## src/rtl/reaction_timer_ctrl_pkg.sv

```systemverilog
`default_nettype none
// ============================================================================
// Module      : reaction_timer_ctrl_pkg
// Description : Shared constants for the reaction-timer controller and the
//               7-segment display driver that consumes its results.
// Revision    : 1.0 - initial release
// ============================================================================
package reaction_timer_ctrl_pkg;

  // Width of reaction_ms / best_ms, shared with the display driver
  localparam int RESULT_W = 14;

  // best_ms value meaning "no valid reaction recorded yet"
  localparam logic [RESULT_W-1:0] BEST_NONE = 14'h3FFF;

  // FSM state encoding
  localparam int          STATE_W  = 3;
  localparam logic [2:0]  ST_IDLE  = 3'd0;
  localparam logic [2:0]  ST_WAIT  = 3'd1;
  localparam logic [2:0]  ST_GO    = 3'd2;
  localparam logic [2:0]  ST_DONE  = 3'd3;
  localparam logic [2:0]  ST_FOUL  = 3'd4;

  // Smaller of two millisecond counts
  function automatic logic [RESULT_W-1:0] min_ms(input logic [RESULT_W-1:0] a,
                                                 input logic [RESULT_W-1:0] b);
    return (a < b) ? a : b;
  endfunction

endpackage
`default_nettype wire

```

## src/rtl/reaction_timer_ctrl_if.sv

```systemverilog
`default_nettype none
// ============================================================================
// Module      : reaction_timer_ctrl_if
// Description : Button/tick inputs and display-side outputs of the
//               reaction-timer controller.
// Revision    : 1.0 - initial release
// ============================================================================
interface reaction_timer_ctrl_if;
  import reaction_timer_ctrl_pkg::*;

  logic                tick_1ms;
  logic                start;
  logic                react;
  logic                go_led;
  logic                busy;
  logic                foul;
  logic                timeout;
  logic                result_valid;
  logic [RESULT_W-1:0] reaction_ms;
  logic [RESULT_W-1:0] best_ms;

  // Front end / stimulus side
  modport master (
    output tick_1ms, start, react,
    input  go_led, busy, foul, timeout, result_valid, reaction_ms, best_ms
  );

  // Controller side
  modport slave (
    input  tick_1ms, start, react,
    output go_led, busy, foul, timeout, result_valid, reaction_ms, best_ms
  );

endinterface
`default_nettype wire

```

## src/rtl/reaction_timer_ctrl_lfsr16.sv

```systemverilog
`default_nettype none
// ============================================================================
// Module      : lfsr16
// Description : Free-running 16-bit Fibonacci LFSR, taps 16,14,13,11.
// Revision    : 1.0 - initial release
// ============================================================================
module lfsr16 #(
  parameter logic [15:0] SEED = 16'hACE1
) (
  input  logic        clk,
  input  logic        rst_n,
  output logic [15:0] q
);

  logic [15:0] q_q;
  logic [15:0] q_d;

  // Shift left, feeding back the XOR of the tap bits
  always_comb begin
    q_d = {q_q[14:0], q_q[15] ^ q_q[13] ^ q_q[12] ^ q_q[10]};
  end

  // Generator register; runs every clock regardless of controller state
  always_ff @(posedge clk or negedge rst_n) begin
    if (!rst_n) q_q <= SEED;
    else        q_q <= q_d;
  end

  assign q = q_q;

endmodule
`default_nettype wire

```

## src/rtl/reaction_timer_ctrl.sv

```systemverilog
`default_nettype none
// ============================================================================
// Module      : reaction_timer_ctrl
// Description : Reaction-timer sequencer: random pre-delay, go stimulus,
//               millisecond reaction measurement, foul/timeout detection
//               and best-score tracking.
// Revision    : 1.0 - initial release
// ============================================================================
module reaction_timer_ctrl
  import reaction_timer_ctrl_pkg::*;
#(
  parameter int          MIN_DELAY_MS = 1000,
  parameter int          RAND_BITS    = 10,
  parameter int          MAX_MS       = 9999,
  parameter logic [15:0] LFSR_SEED    = 16'hACE1
) (
  input  logic                  clk,
  input  logic                  rst_n,
  reaction_timer_ctrl_if.slave  bus
);

  localparam logic [15:0]         C_MIN_DELAY = 16'(MIN_DELAY_MS);
  localparam logic [15:0]         C_RAND_MASK = 16'((1 << RAND_BITS) - 1);
  localparam logic [RESULT_W-1:0] C_MAX_MS    = RESULT_W'(MAX_MS);

  logic [15:0]          lfsr;
  logic [STATE_W-1:0]   state_q, state_d;
  logic [15:0]          delay_cnt_q, delay_cnt_d;
  logic [RESULT_W-1:0]  ms_cnt_q, ms_cnt_d;
  logic                 go_led_q, go_led_d;
  logic                 busy_q, busy_d;
  logic                 foul_q, foul_d;
  logic                 timeout_q, timeout_d;
  logic                 result_valid_q, result_valid_d;
  logic [RESULT_W-1:0]  reaction_ms_q, reaction_ms_d;
  logic [RESULT_W-1:0]  best_ms_q, best_ms_d;
  logic [RESULT_W-1:0]  ms_inc;
  logic                 delay_expire;

  lfsr16 #(.SEED(LFSR_SEED)) u_lfsr (
    .clk   (clk),
    .rst_n (rst_n),
    .q     (lfsr)
  );

  assign ms_inc       = ms_cnt_q + 1'b1;
  assign delay_expire = bus.tick_1ms && (delay_cnt_q == 16'd1);

  // State register
  always_ff @(posedge clk or negedge rst_n) begin
    if (!rst_n) state_q <= ST_IDLE;
    else        state_q <= state_d;
  end

  // Next-state logic; react beats a simultaneous tick in WAIT and GO
  always_comb begin
    state_d = state_q;
    case (state_q)
      ST_IDLE, ST_DONE, ST_FOUL: if (bus.start) state_d = ST_WAIT;
      ST_WAIT: begin
        if (bus.react)       state_d = ST_FOUL;
        else if (delay_expire) state_d = ST_GO;
      end
      ST_GO: begin
        if (bus.react)                                state_d = ST_DONE;
        else if (bus.tick_1ms && ms_inc == C_MAX_MS)  state_d = ST_DONE;
      end
      default: state_d = ST_IDLE;
    endcase
  end

  // Counter and result updates; go_led/busy follow the next state so they
  // switch together with the registered results
  always_comb begin
    delay_cnt_d    = delay_cnt_q;
    ms_cnt_d       = ms_cnt_q;
    foul_d         = foul_q;
    timeout_d      = timeout_q;
    result_valid_d = 1'b0;
    reaction_ms_d  = reaction_ms_q;
    best_ms_d      = best_ms_q;
    case (state_q)
      ST_IDLE, ST_DONE, ST_FOUL: begin
        if (bus.start) begin
          delay_cnt_d = C_MIN_DELAY + (lfsr & C_RAND_MASK);
          foul_d      = 1'b0;
          timeout_d   = 1'b0;
        end
      end
      ST_WAIT: begin
        if (bus.react) begin
          foul_d = 1'b1;
        end else if (bus.tick_1ms) begin
          if (delay_expire) ms_cnt_d    = '0;
          else              delay_cnt_d = delay_cnt_q - 16'd1;
        end
      end
      ST_GO: begin
        if (bus.react) begin
          reaction_ms_d  = ms_cnt_q;
          result_valid_d = 1'b1;
          best_ms_d      = min_ms(best_ms_q, ms_cnt_q);
        end else if (bus.tick_1ms) begin
          if (ms_inc == C_MAX_MS) begin
            timeout_d      = 1'b1;
            reaction_ms_d  = C_MAX_MS;
            result_valid_d = 1'b1;
          end else begin
            ms_cnt_d = ms_inc;
          end
        end
      end
      default: ;
    endcase
    go_led_d = (state_d == ST_GO);
    busy_d   = (state_d == ST_WAIT) || (state_d == ST_GO);
  end

  // Datapath and output registers
  always_ff @(posedge clk or negedge rst_n) begin
    if (!rst_n) begin
      delay_cnt_q    <= '0;
      ms_cnt_q       <= '0;
      go_led_q       <= 1'b0;
      busy_q         <= 1'b0;
      foul_q         <= 1'b0;
      timeout_q      <= 1'b0;
      result_valid_q <= 1'b0;
      reaction_ms_q  <= '0;
      best_ms_q      <= BEST_NONE;
    end else begin
      delay_cnt_q    <= delay_cnt_d;
      ms_cnt_q       <= ms_cnt_d;
      go_led_q       <= go_led_d;
      busy_q         <= busy_d;
      foul_q         <= foul_d;
      timeout_q      <= timeout_d;
      result_valid_q <= result_valid_d;
      reaction_ms_q  <= reaction_ms_d;
      best_ms_q      <= best_ms_d;
    end
  end

  assign bus.go_led       = go_led_q;
  assign bus.busy         = busy_q;
  assign bus.foul         = foul_q;
  assign bus.timeout      = timeout_q;
  assign bus.result_valid = result_valid_q;
  assign bus.reaction_ms  = reaction_ms_q;
  assign bus.best_ms      = best_ms_q;

endmodule
`default_nettype wire
```

## src/flat_wrapper.sv

```systemverilog
// flat-port wrapper written by rule: the top's interface ports become plain ports
module reaction_timer_ctrl_flat import reaction_timer_ctrl_pkg::*;
#(
  parameter int          MIN_DELAY_MS = 1000,
  parameter int          RAND_BITS    = 10,
  parameter int          MAX_MS       = 9999,
  parameter logic [15:0] LFSR_SEED    = 16'hACE1
)
  (clk, rst_n, bus_tick_1ms, bus_start, bus_react, bus_go_led, bus_busy, bus_foul, bus_timeout, bus_result_valid, bus_reaction_ms, bus_best_ms);
  reaction_timer_ctrl_if bus_i ();
  input  logic clk;
  input  logic rst_n;
  input wire logic [$bits(bus_i.tick_1ms)-1:0] bus_tick_1ms;
  input wire logic [$bits(bus_i.start)-1:0] bus_start;
  input wire logic [$bits(bus_i.react)-1:0] bus_react;
  output wire logic [$bits(bus_i.go_led)-1:0] bus_go_led;
  output wire logic [$bits(bus_i.busy)-1:0] bus_busy;
  output wire logic [$bits(bus_i.foul)-1:0] bus_foul;
  output wire logic [$bits(bus_i.timeout)-1:0] bus_timeout;
  output wire logic [$bits(bus_i.result_valid)-1:0] bus_result_valid;
  output wire logic [$bits(bus_i.reaction_ms)-1:0] bus_reaction_ms;
  output wire logic [$bits(bus_i.best_ms)-1:0] bus_best_ms;
  assign bus_i.tick_1ms = bus_tick_1ms;
  assign bus_i.start = bus_start;
  assign bus_i.react = bus_react;
  assign bus_go_led = bus_i.go_led;
  assign bus_busy = bus_i.busy;
  assign bus_foul = bus_i.foul;
  assign bus_timeout = bus_i.timeout;
  assign bus_result_valid = bus_i.result_valid;
  assign bus_reaction_ms = bus_i.reaction_ms;
  assign bus_best_ms = bus_i.best_ms;
  reaction_timer_ctrl #(.MIN_DELAY_MS(MIN_DELAY_MS), .RAND_BITS(RAND_BITS), .MAX_MS(MAX_MS), .LFSR_SEED(LFSR_SEED)) u_core (.clk(clk), .rst_n(rst_n), .bus(bus_i));
endmodule
```

## config.mk

```make
export PLATFORM = sky130hd
export DESIGN_NAME = reaction_timer_ctrl_flat
export DESIGN_NICKNAME = d
export VERILOG_FILES = /design/src/rtl/reaction_timer_ctrl_pkg.sv /design/src/rtl/reaction_timer_ctrl_if.sv /design/src/rtl/reaction_timer_ctrl_lfsr16.sv /design/src/rtl/reaction_timer_ctrl.sv /design/src/flat_wrapper.sv
export SDC_FILE = /design/constraint.sdc
export NUM_CORES = 1
export LEC_CHECK = 0
export CAP_MARGIN = 30
export CORE_MARGIN = 2
export CORE_UTILIZATION = 55
export CTS_CLUSTER_SIZE = 30
export DETAILED_ROUTE_END_ITERATION = 10
export GPL_TIMING_DRIVEN = 0
export PLACE_DENSITY = 0.78
export SETUP_SLACK_MARGIN = 0.15
export SYNTH_ARGS = -nofsm -noshare
export SYNTH_HDL_FRONTEND = slang
export SYNTH_SLANG_ARGS = --single-unit
```

## constraint.sdc

```tcl
create_clock -name clk -period 3.7 [get_ports clk]
set_input_delay 0.925 -clock clk [delete_from_list [all_inputs] [get_ports clk]]
set_output_delay 0.925 -clock clk [all_outputs]
set_load 0.02 [all_outputs]
```

==> results of run 1 <==
-- synthesized netlist by cell type, types with 4 or more instances --
| cell | count | share of area |
|---|---|---|
| a211oi_1 | 4 | 0.0071 |
| a21o_1 | 8 | 0.014 |
| a21oi_1 | 17 | 0.020 |
| a22o_2 | 6 | 0.014 |
| a22oi_1 | 5 | 0.0089 |
| a2bb2oi_2 | 8 | 0.028 |
| a31oi_1 | 5 | 0.0074 |
| buf_2 | 8 | 0.0095 |
| clkbuf_1 | 9 | 0.0080 |
| dfrtp_1 | 60 | 0.35 |
| dfstp_2 | 22 | 0.14 |
| ha_1 | 18 | 0.053 |
| inv_1 | 20 | 0.018 |
| mux2_2 | 14 | 0.037 |
| nand2_1 | 19 | 0.017 |
| nand2b_1 | 5 | 0.0074 |
| nand3_1 | 17 | 0.020 |
| nand4_1 | 5 | 0.0074 |
| nor2_1 | 34 | 0.030 |
| nor3_1 | 8 | 0.0095 |
| nor4_1 | 11 | 0.016 |
| o21ai_0 | 32 | 0.038 |
| o31ai_1 | 4 | 0.0071 |
| or4_1 | 5 | 0.0089 |
| xnor2_1 | 12 | 0.025 |
| xor2_1 | 6 | 0.012 |
-- power groups by stage --
stage	registers, W	clock network, W	logic (W)
global route	0.00102	0.000658	0.000346
floorplan	0.00102	0	0.000202
global placement	0.00102	0	0.000288
detailed placement	0.00103	0	0.000301
CTS	0.00101	0.000614	0.000303
finish	0.00101	0.000597	0.000304
-- area by class of cell --
type / count / share of cell area
sequential: 82 / 0.422
clock buffer: 11 / 0.0287
buffer: 19 / 0.0185
multi-input combinational: 279 / 0.402
timing repair buffer: 37 / 0.0781
inverter: 21 / 0.0175
clock inverter: 5 / 0.00812
tap: 102 / 0.0259
-- registers in the layout, summed over array words and instances, names as in the netlist, 3 cells and up --
name / flops
u_core.state_q: 3
u_core.delay_cnt_q: 16
u_core.bus.reaction_ms: 14
u_core.ms_cnt_q: 14
u_core.bus.best_ms: 14
u_core.u_lfsr.q: 16
-- routing by layer --
layer	track usage	vias to the layer above	routed length [um]
li1	-	1567	-
met1	0.343	1615	4270
met2	0.334	120	4070
met3	0.0394	21	520
met4	0.104	0	219
met5	0	-	0
-- path summary, 6_finish.rpt --
check	to	slack (ns)	depth (start not counted)
worst max register to register	u_core.ms_cnt_q[6]	0.45	8
min in group asynchronous	u_core.state_q[2]	0.46	1
worst max-delay path	u_core.ms_cnt_q[6]	0.45	8
max in group asynchronous	u_core.u_lfsr.q[10]	2.61	2
worst min register to register	u_core.u_lfsr.q[15]	0.36	0
worst min-delay path	u_core.u_lfsr.q[15]	0.36	0
-- repair_timing --
| action | CTS | global route |
|---|---|---|
| hold buffers | 0 | 0 |
| setup endpoints to repair | 0 | 10 |
| gates resized for setup | 0 | 2 |
-- worst register-to-register path, stage by stage (launching register included) --
cell and delay, ns:
dfrtp_1 0.50, ha_1 0.38, nand4_4 0.20, or4_1 0.54, a21o_1 0.24, o41ai_2 0.75, buf_2 0.36, o21ai_0 0.12
o41ai_1 0.07
-- logic make-up (layout without fill, tap and decap cells) --
kind of cell / Yosys count / count (layout) / share of synthesized area
AOI/OAI and AO/OA: 107 / 107 / 0.187
xor gates and xnor gates: 18 / 18 / 0.0372
adders and majority gates: 18 / 18 / 0.0532
buffers and inverters: 40 / 93 / 0.0416
DFF: 82 / 82 / 0.491
muxes: 14 / 14 / 0.0372
and+or+nand+nor: 122 / 122 / 0.153
-- through the flow --
| step | hold WS, ns | std cells | util | total power (W) |
|---|---|---|---|---|
| floorplan | 0.333 | 401 | - | 0.00122 |
| global placement | 0.336 | 539 | 0.621 | 0.00131 |
| detailed placement | 0.337 | 540 | 0.624 | 0.00133 |
| CTS | 0.357 | 556 | 0.648 | 0.00193 |
| global route | 0.364 | 556 | 0.648 | 0.00203 |
| finish | 0.357 | 556 | 0.648 | 0.00191 |
==> flow_summary.ini, run 1 <==
[yosys]
yosysUniqueCellTypes = 61
synth_seq_cells = 82
syn_nets = 424
syn_area_per_cell_sq_um = 10.6
ys_seq_area_frac = 0.491
syn_inst = 401
syn-cell-area_sq_um = 4240
synth_flop_cell = dfrtp_1
synth_async_sr_flop_share = 1.00
synth-edff-count = 0
ys_warn_count = 0

[worst_setup_path]
required_ns = 3.95
cp_cell_sequence = ha_1 > nand4_4 > or4_1 > a21o_1 > o41ai_2 > buf_2 > o21ai_0 > o41ai_1
worst_path_max_delay_cell = o41ai_2
rr_startpoint = u_core.ms_cnt_q[0]
critPathMaxStageDelay_ns = 0.75
endpoint_kind = flop
start_kind = flop
critPathBufInv = 1
path_delay_family = compound AO/OA/AOI/OAI gates
crit_type = reg -> reg
crit_start = u_core.ms_cnt_q[0]
path_max_fanout = 10
worstPathArrival_ns = 3.51

[final_layout]
final_cell_mix = 60 x dfrtp_1, 35 x clkdlybuf4s50_1, 34 x nor2_1
layout_commonest_cell = dfrtp_1
regArea_sq_um = 2080
multi_input_comb_area_sq_um = 1980
post_route_cells_drive_above_1_share = 0.196
syn_to_final_growth_pct = 16.4
n_antenna_cell = 0
num-fill-cells = 618
nNetsFinal = 472
final_cell_area_sq_um = 4930

[sta]
tns_ns = 0
maxSlewViolCount = 0
setup_violations = 0
slew-limit-headroom = 0.343
worstMarginPinSlew_ns = 0.976
finClkSkew_ns = 0.0108
hold_violations = 0
post-route-period-util = 0.880
max_freq_mhz = 307
fin_ws_ns = 0.446
finalCriticalPeriod_ns = 3.25
rsz0062_at_grt = false

[job]
drv_cap = 0

[power_and_ir_drop]
pwr-share-seq = 0.529
switching_power_w = 0.000582
p_comb_frac = 0.159
swShare = 0.304
clockPowerShare = 0.312
ir_drop_uv = 268
powerDensity_nw_per_um2 = 388
p_int_w = 0.00133
p_leak_nw = 2.09

[clocking]
numCtsBuffers = 9
cts_buffer_depth = 2
post_cts_buffers = 0
cts_num_sinks = 82
clk_pin_slew_ns = 0.08
cts.htree.levels = 3
cts_tree = done
root_buffer = clkbuf_8
clk_latency_ns = 0.36

[detailed_routing]
vias_per_cell = 5.98
dr.pass1.iters = 5
drc_errors = 0
via_count = 3323
totalWireLength_um = 9090
wl_per_cell_um = 16.3
drtAntennaViolNets = 0
drt_iter0_drc = 281

[placement]
place_ws_ns = 0.286
placed_cell_area_sq_um = 4750
gp_congestion = 0.890
hpwlAfterDp_um = 6470
port_buffers = 36

[die]
start_util = 0.557
core_sq_um = 7610
die_width_um = 91.8
die-area_sq_um = 8420
rows = 32
die_h_um = 91.8
ioPinCount = 38

[grt]
grt_pass1_wl_um = 15600
grt_usage = 0.232
grt-ovfl-total = 0
antenna_found_initial = 0
grt_pass1_vias = 3211
grt_max_degree = 59

[hold_path]
min_from = u_core.u_lfsr.q[14]
min_path_type = reg -> reg

[status]
status = finished clean
Note: power is estimated with default switching activity, not from simulation.
==> inputs of run 2 (changes only) <==
PLACE_DENSITY = 0.77   (was 0.78)
SETUP_SLACK_MARGIN = unset   (was 0.15)
SYNTH_HIERARCHICAL = 1   (was unset)
==> run 2 against run 1 <==
  * Non-clock buffer count rose by 17
  * First-iteration DRC count is 1.8% lower
  * Combinational power rose by 24%
  * Hold slack better by 0.013 ns
  * Sequential share of layout area decreased by 2.7 points
  * Register-to-register slack hardly changed
  * Flip-flop and latch count unchanged
  * Clock-buffer cell count decreased by 1
  * Critical endpoint is now u_core/bus.best_ms[9]
  * Largest cell class is now multi-input gates
==> flow_summary.ini, run 2 <==
[status]
status = finished clean

[die]
rows = 33
core_sq_um = 8090
die_h_um = 94.8
start_util = 0.561
ioPinCount = 38
die_width_um = 94.8
die-area_sq_um = 8990

[job]
drv_cap = 0

[sta]
slew-limit-headroom = 0.496
fin_hold_ws_ns = 0.370
post-route-period-util = 0.879
fin_ws_ns = 0.446
hold_violations = 0
finClkSkew_ns = 0.0119
maxSlewViolCount = 0
max_freq_mhz = 307
worstMarginPinSlew_ns = 0.737
finalCriticalPeriod_ns = 3.25
rsz0062_at_grt = false
tns_ns = 0
setup_violations = 0

[worst_setup_path]
start_kind = flop
cp_cell_sequence = clkbuf_1 > inv_1 > ha_1 > a21o_1 > a21o_1 > a21oi_1 > o2bb2ai_1 > a41oi_1 > buf_2 > mux2_2
r2r_slack_ns = 0.45
required_ns = 3.97
critPathMaxStageDelay_ns = 0.59
rr_startpoint = u_core/ms_cnt_q[11]
crit_type = reg -> reg
crit_top_cell = a21o_1
r2r_cells = 10
worstPathArrival_ns = 3.53
r2r_end = u_core/bus.best_ms[9]
worst_path_max_delay_cell = a41oi_1
path_max_fanout = 10
endpoint_kind = flop

[final_layout]
n_antenna_cell = 0
multi_input_comb_area_sq_um = 2150
syn_to_final_growth_pct = 16.3
final_cell_mix = 60 x dfrtp_1, 36 x clkdlybuf4s50_1, 30 x nand2_1
num-fill-cells = 650
layout.cells.non_filler = 591
regArea_sq_um = 2080
post_route_cells_drive_above_1_share = 0.198
nNetsFinal = 504
layout_commonest_cell = dfrtp_1

[yosys]
syn_nets = 455
syn_area_per_cell_sq_um = 10.5
syn-cell-area_sq_um = 4540
syn_inst = 432
ys_warn_count = 6

[clocking]
cts_tree = done
root_buffer = clkbuf_8
postCtsHoldBufs = 0
cts_num_sinks = 82
cts_buffer_depth = 2
cts.htree.levels = 3
clk_pin_slew_ns = 0.09
clk_latency_ns = 0.35
numCtsBuffers = 9
cts_resized = 0
post_cts_buffers = 0

[power_and_ir_drop]
p_leak_nw = 2.24
ir_drop_uv = 296
powerDensity_nw_per_um2 = 403

[placement]
place_inst = 575
gp_congestion = 0.907
port_buffers = 37
place_ws_ns = 0.323
hpwlAfterDp_um = 7200

[grt]
grt_usage = 0.245
grt_max_degree = 47
grt_pass1_vias = 3371
grt-ovfl-total = 0
grt_pass1_wl_um = 16900
antenna_found_initial = 0

[detailed_routing]
drc_errors = 0
dr.pass1.iters = 5
vias_per_cell = 6.00
drtAntennaViolNets = 0
wl_per_cell_um = 17.2
drt_iter0_drc = 276
totalWireLength_um = 10200
via_count = 3547

[hold_path]
holdPathStages = 0
whs_endpoint = u_core/u_lfsr/q[15]
min_path_type = reg -> reg
min_from = u_core/u_lfsr/q[14]
-- run 2: metal layers --
layer	global-route usage	wire length [um]
met1	0.350	4670
met5	0	0
met2	0.378	4750
met4	0.0737	163
met3	0.0511	579
-- run 2: layout make-up --
cell class                      count  area share
Clock buffer                       10      0.0242
Multi-Input combinational cell    295       0.408
Tap cell                          105      0.0249
Inverter                           20      0.0152
Buffer                             35      0.0429
Timing Repair Buffer               38      0.0735
Clock inverter                      6      0.0173
Sequential cell                    82       0.394
-- run 2: how the worst max path moves through the flow --
stage | start | to | slack, ns | cells after the start
2_1_floorplan | u_core/ms_cnt_q[11] | u_core/bus.best_ms[10] | 1.23 | 10
3_3_place_gp | rst_n | u_core/u_lfsr/q[8] | -1.11 | 1
3_5_place_dp | bus_react | u_core/bus.best_ms[9] | 0.32 | 6
4_1_cts | u_core/ms_cnt_q[11] | u_core/bus.best_ms[9] | 0.51 | 10
5_1_grt | u_core/ms_cnt_q[11] | u_core/bus.best_ms[9] | 0.31 | 10
6_report | u_core/ms_cnt_q[11] | u_core/bus.best_ms[9] | 0.45 | 10
-- run 2: per-stage QoR --
| stage | util | total power (W) | cell area (sq um) |
|---|---|---|---|
| final | 0.652 | 0.00213 | 5280 |
| after global routing | 0.652 | 0.00223 | 5280 |
| after CTS | 0.652 | 0.00213 | 5280 |
| after detailed placement | 0.625 | 0.00142 | 5060 |
| after global placement | 0.623 | 0.00140 | 5040 |
| after floorplan | - | 0.00130 | 4540 |
-- run 2: where the power goes --
group	internal [W]	total [W]	switching [W]
registers	0.000958	0.00103	0.0000743
clock network	0.000383	0.000716	0.000334
logic	0.000143	0.000376	0.000234
-- run 2: worst max-delay path, delay by kind of cell, from the launching register on --
kind | cells | cell delay (ns)
compound gates | 5 | 1.23
fa+ha+maj | 1 | 0.32
buf+inv | 3 | 0.90
flops | 1 | 0.34
mux | 1 | 0.38
==> variant 1: new RTL, flow settings as in run 1 <==
`MIN_DELAY_MS` is set to 1000 in 2 places; all go to 500.
--- a/src/rtl/reaction_timer_ctrl.sv
+++ b/src/rtl/reaction_timer_ctrl.sv
@@ -11,3 +11,3 @@
 #(
-  parameter int          MIN_DELAY_MS = 1000,
+  parameter int          MIN_DELAY_MS = 500,
   parameter int          RAND_BITS    = 10,
--- a/src/flat_wrapper.sv
+++ b/src/flat_wrapper.sv
@@ -3,3 +3,3 @@
 #(
-  parameter int          MIN_DELAY_MS = 1000,
+  parameter int          MIN_DELAY_MS = 500,
   parameter int          RAND_BITS    = 10,
Function: same outputs for any inputs over 10 cycles, from zero or initial values and one cycle with rst_n low; that may be too few to reach the edited logic, so the function may still have changed.
==> variant 1 against run 1 <==
  * Utilization rose by 1.4 points
  * Design area rose by 4.9%
  * Setup slack improved by 220 ps
  * Total power rose by 6.3%
  * Sequential cell count did not move
  * Clock power rose by 10%
  * Fmax rose by 7.2%
  * Critical path type is now in2reg
  * Routed wire length rose by 10%
  * Synthesized area rose by 5.2%
  * Final cell count rose by 8.6%
  * Largest cell class is now multi-input combinational cells
==> variant 1: results (changes against run 1) <==
| Metric | Value |
|---|---|
| Post-synthesis xor/xnor area fraction | 3.34% (was 3.72%) |
| Met2 wire length | 4910 um (was 4070 um) |
| Portion of netlist area occupied by mux cells | 3.54% (was 3.72%) |
| Clkbuf count | 10 (was 11) |
| CP endpoint | u_core.delay_cnt_q[2] (was u_core.ms_cnt_q[6]) |
| DR iter-0 viols | 238 (was 281) |
| GRT met2 Usage | 39.6% (was 33.4%) |
| Fillers | 644 (was 618) |
| Synthesized instance count | 448 (was 401) |
| Sequential share of the synthesized area | 46.6% (was 49.1%) |
| Switch share | 31.1% (was 30.4%) |
| Arrival time at the worst endpoint | 3300 ps (was 3510 ps) |
| Grt met3 use | 3.85% (was 3.94%) |
| Routed WL | 10000 um (was 9090 um) |
| Comb_multi_in | 317 (was 279) |
| Pre-CTS WS | 323 ps (was 286 ps) |
| Buffers excl. clock | 61 (was 56) |
| Pin count of the biggest net entering global routing | 51 (was 59) |
| Met3 Wirelength | 402 um (was 520 um) |
| Seq cells | 82 (unchanged) |
| Post-synthesis adder-cell area fraction | 5.05% (was 5.32%) |
| Status | finished clean (unchanged) |
| Post-route clock skew | 8.95 ps (was 10.8 ps) |
| Clock-cell share | 3.75% (was 3.68%) |
| FF-to-FF setup slack | 690 ps (was 450 ps) |
| Fin nets | 520 (was 472) |
| Non-clk invs | 26 (was 21) |
| GRT Util Overall | 24.1% (was 23.2%) |
| Wl on met1 | 4410 um (was 4270 um) |
| RePlAce Congestion | 0.865 (was 0.890) |
| Port Buffers | 37 (was 36) |
| Synth top area cells | dfrtp_1, dfstp_2, ha_1, nor2_1, mux2_2 (was dfrtp_1, dfstp_2, ha_1, o21ai_0, mux2_2) |
| Reg-to-reg endpoint | u_core.bus.best_ms[3] (was u_core.ms_cnt_q[6]) |
| Syn_nets | 471 (was 424) |
| Post-DP HPWL | 7210 um (was 6470 um) |
| Synth top cells by count | dfrtp_1, nor2_1, a21oi_1, inv_1, nand2_1 (was dfrtp_1, nor2_1, o21ai_0, dfstp_2, inv_1) |
| First-pass GRT wire length | 16600 um (was 15600 um) |
| Via Count | 3649 (was 3323) |
| DP Area | 0.00498 mm^2 (was 0.00475 mm^2) |
| Crit-path leading delay family | buffers and inverters (was compound AO/OA/AOI/OAI gates) |
| Worst Tran Pin Value | 597 ps (was 976 ps) |
| Worst reg2reg path depth | 9 (was 8) |
[variant 1: worst min path at each step]
stage               depth (start not counted)  slack [ps]             endpoint                start
floorplan                                   0         330  u_core.u_lfsr.q[15]  u_core.u_lfsr.q[14]
global placement                            0         340  u_core.u_lfsr.q[15]  u_core.u_lfsr.q[14]
detailed placement                          0         340  u_core.u_lfsr.q[15]  u_core.u_lfsr.q[14]
CTS                                         0         370  u_core.u_lfsr.q[15]  u_core.u_lfsr.q[14]
global route                                0         390  u_core.u_lfsr.q[15]  u_core.u_lfsr.q[14]
finish                                      0         370  u_core.u_lfsr.q[15]  u_core.u_lfsr.q[14]
[variant 1: power by group through the flow]
stage	registers [W]	clock network [W]	logic [W]
floorplan	0.00102	0	0.000253
global placement	0.00102	0	0.000349
detailed placement	0.00102	0	0.000362
CTS	0.00101	0.000666	0.000364
global route	0.00102	0.000705	0.000408
finish	0.00101	0.000659	0.000367
==> variant 2: new RTL, settings of run 1 <==
Made on the original files. Make the reset (`rst_n`) synchronous in 3 clocked blocks.
--- a/src/rtl/reaction_timer_ctrl_lfsr16.sv
+++ b/src/rtl/reaction_timer_ctrl_lfsr16.sv
@@ -23,3 +23,3 @@
   // Generator register; runs every clock regardless of controller state
-  always_ff @(posedge clk or negedge rst_n) begin
+  always_ff @(posedge clk) begin
     if (!rst_n) q_q <= SEED;
--- a/src/rtl/reaction_timer_ctrl.sv
+++ b/src/rtl/reaction_timer_ctrl.sv
@@ -49,3 +49,3 @@
   // State register
-  always_ff @(posedge clk or negedge rst_n) begin
+  always_ff @(posedge clk) begin
     if (!rst_n) state_q <= ST_IDLE;
@@ -119,3 +119,3 @@
   // Datapath and output registers
-  always_ff @(posedge clk or negedge rst_n) begin
+  always_ff @(posedge clk) begin
     if (!rst_n) begin
Check against the original RTL: differs if rst_n is asserted again (counterexample within 4 cycles, from zero or initial values and one cycle with rst_n low); with rst_n held inactive, the same outputs for 10 cycles.
==> variant 2 against run 1 <==
  * Design area is 0.53% lower
  * Synthesized area is 0.27% lower
  * Sequential cell count stayed put
  * Sequential share of layout area is 8.7 points lower
  * Total power is 8.0% lower
  * Sequential power is 7% lower
  * Fmax is 9.9% higher
  * Routed wire length is 20% higher
  * Clock power is 4.0% higher
  * Setup slack better by 290 ps
  * Critical path type unchanged
==> variant 2: results (changes against run 1) <==
| Metric | Value |
|---|---|
| Status | finished clean (unchanged) |
| Routed WL | 10900 um (was 9090 um) |
| GRT Util Overall | 26.3% (was 23.2%) |
| Post-DP HPWL | 7770 um (was 6470 um) |
| Hold endpoint | u_core.u_lfsr.q[15] (unchanged) |
| FF/Latch Area | 0.00164 mm^2 (was 0.00208 mm^2) |
| First-pass GRT wire length | 17800 um (was 15600 um) |
| Post-synthesis xor/xnor area fraction | 2.69% (was 3.72%) |
| Max VDD drop | 0.263 mV (was 0.268 mV) |
| Port Buffers | 37 (was 36) |
| Seq cells | 82 (unchanged) |
| Syn_nets | 515 (was 424) |
| First drt pass iteration count | 4 (was 5) |
| Synth top cells by count | dfxtp_1, a21oi_1, nor2_1, o211ai_1, o21ai_0 (was dfrtp_1, nor2_1, o21ai_0, dfstp_2, inv_1) |
| Post-Place Cells | 628 (was 540) |
| Slowest stage delay, CP | 500 ps (was 750 ps) |
| Setup crit start | u_core.ms_cnt_q[1] (was u_core.ms_cnt_q[0]) |
| RePlAce Congestion | 0.959 (was 0.890) |
| Slew HR | 40.1% (was 34.3%) |
| DR iter-0 viols | 325 (was 281) |
| Post-Layout Cell Count | 644 (was 556) |
| Ys async rst share | 0% (was 100%) |
| Fin nets | 563 (was 472) |
| Comb_multi_in | 360 (was 279) |
| Layout Utilization | 66.9% (was 64.8%) |
| Pre-CTS WS | 465 ps (was 286 ps) |
| Worst reg2reg path depth | 9 (was 8) |
| Portion of netlist area occupied by mux cells | 1.01% (was 3.72%) |
| Synth Area per Inst | 8.59 um^2 (was 10.6 um^2) |
| Non-clock buffer share | 10.2% (was 9.67%) |
| Post-synthesis adder-cell area fraction | 5.33% (was 5.32%) |
| Clock-cell share | 3.80% (was 3.68%) |
| CP max stage cell | or4_4 (was o41ai_2) |
| Pleak | 1.69 nW (was 2.09 nW) |
| Netlist cell types | 59 (was 61) |
| Clkbuf count | 10 (was 11) |
| Hold path cells | 1 (was 0) |
| Synth top area cells | dfxtp_1, o211ai_1, a21oi_1, ha_1, nor2_1 (was dfrtp_1, dfstp_2, ha_1, o21ai_0, mux2_2) |
| Hold Path Origin | u_core.u_lfsr.q[14] (unchanged) |
| Grt met3 use | 5.51% (was 3.94%) |
| DP Area | 0.00472 mm^2 (was 0.00475 mm^2) |
| Sequential share of the synthesized area | 38.9% (was 49.1%) |
| Fraction of area in multi-input gates | 48.4% (was 40.2%) |
| Via Count | 3992 (was 3323) |
| Final period util | 80.0% (was 88.0%) |
| Post-route clock skew | 12.4 ps (was 10.8 ps) |
| Pin count of the biggest net entering global routing | 16 (was 59) |
| Vias in the first global route | 3669 (was 3211) |
| Worst Hold Slack | 422 ps (was 357 ps) |
## variant 2: cell types whose count changed in the layout (fill, tap and decap cells not counted), moves of 8 or more
cell / delta
a21oi_1: +33
a2bb2oi_2: -8
and2_1: +10
buf_2: -8
clkbuf_1: +16
dfrtp_1: -60
dfstp_2: -22
dfxtp_1: +82
mux2_2: -12
o2111ai_1: +9
o211ai_1: +34
o31a_2: +8
## variant 2: kinds of logic (layout without fill, tap and decap cells)
group                    count (synthesis)  after routing
multiplexers                             4              4
XOR/XNOR                                13             13
adder cells (fa/ha/maj)                 18             18
flip-flops                              82             82
AO/OA/AOI/OAI                          180            180
buffers and inverters                   50            103
AND/OR/NAND/NOR                        145            145
## variant 2: metal layers
layer  vias to the layer above  share of wire, %
met4                         0               1.7
li1                       1940                 -
met1                      1880                47
met3                        21               6.3
met5                         -                 0
met2                       151                45
## variant 2: where the power goes
part           switching (W)  internal, W  leakage (nW)
registers          0.0000272     0.000913         0.668
clock network       0.000353     0.000268        0.0855
logic               0.000122    0.0000763         0.940
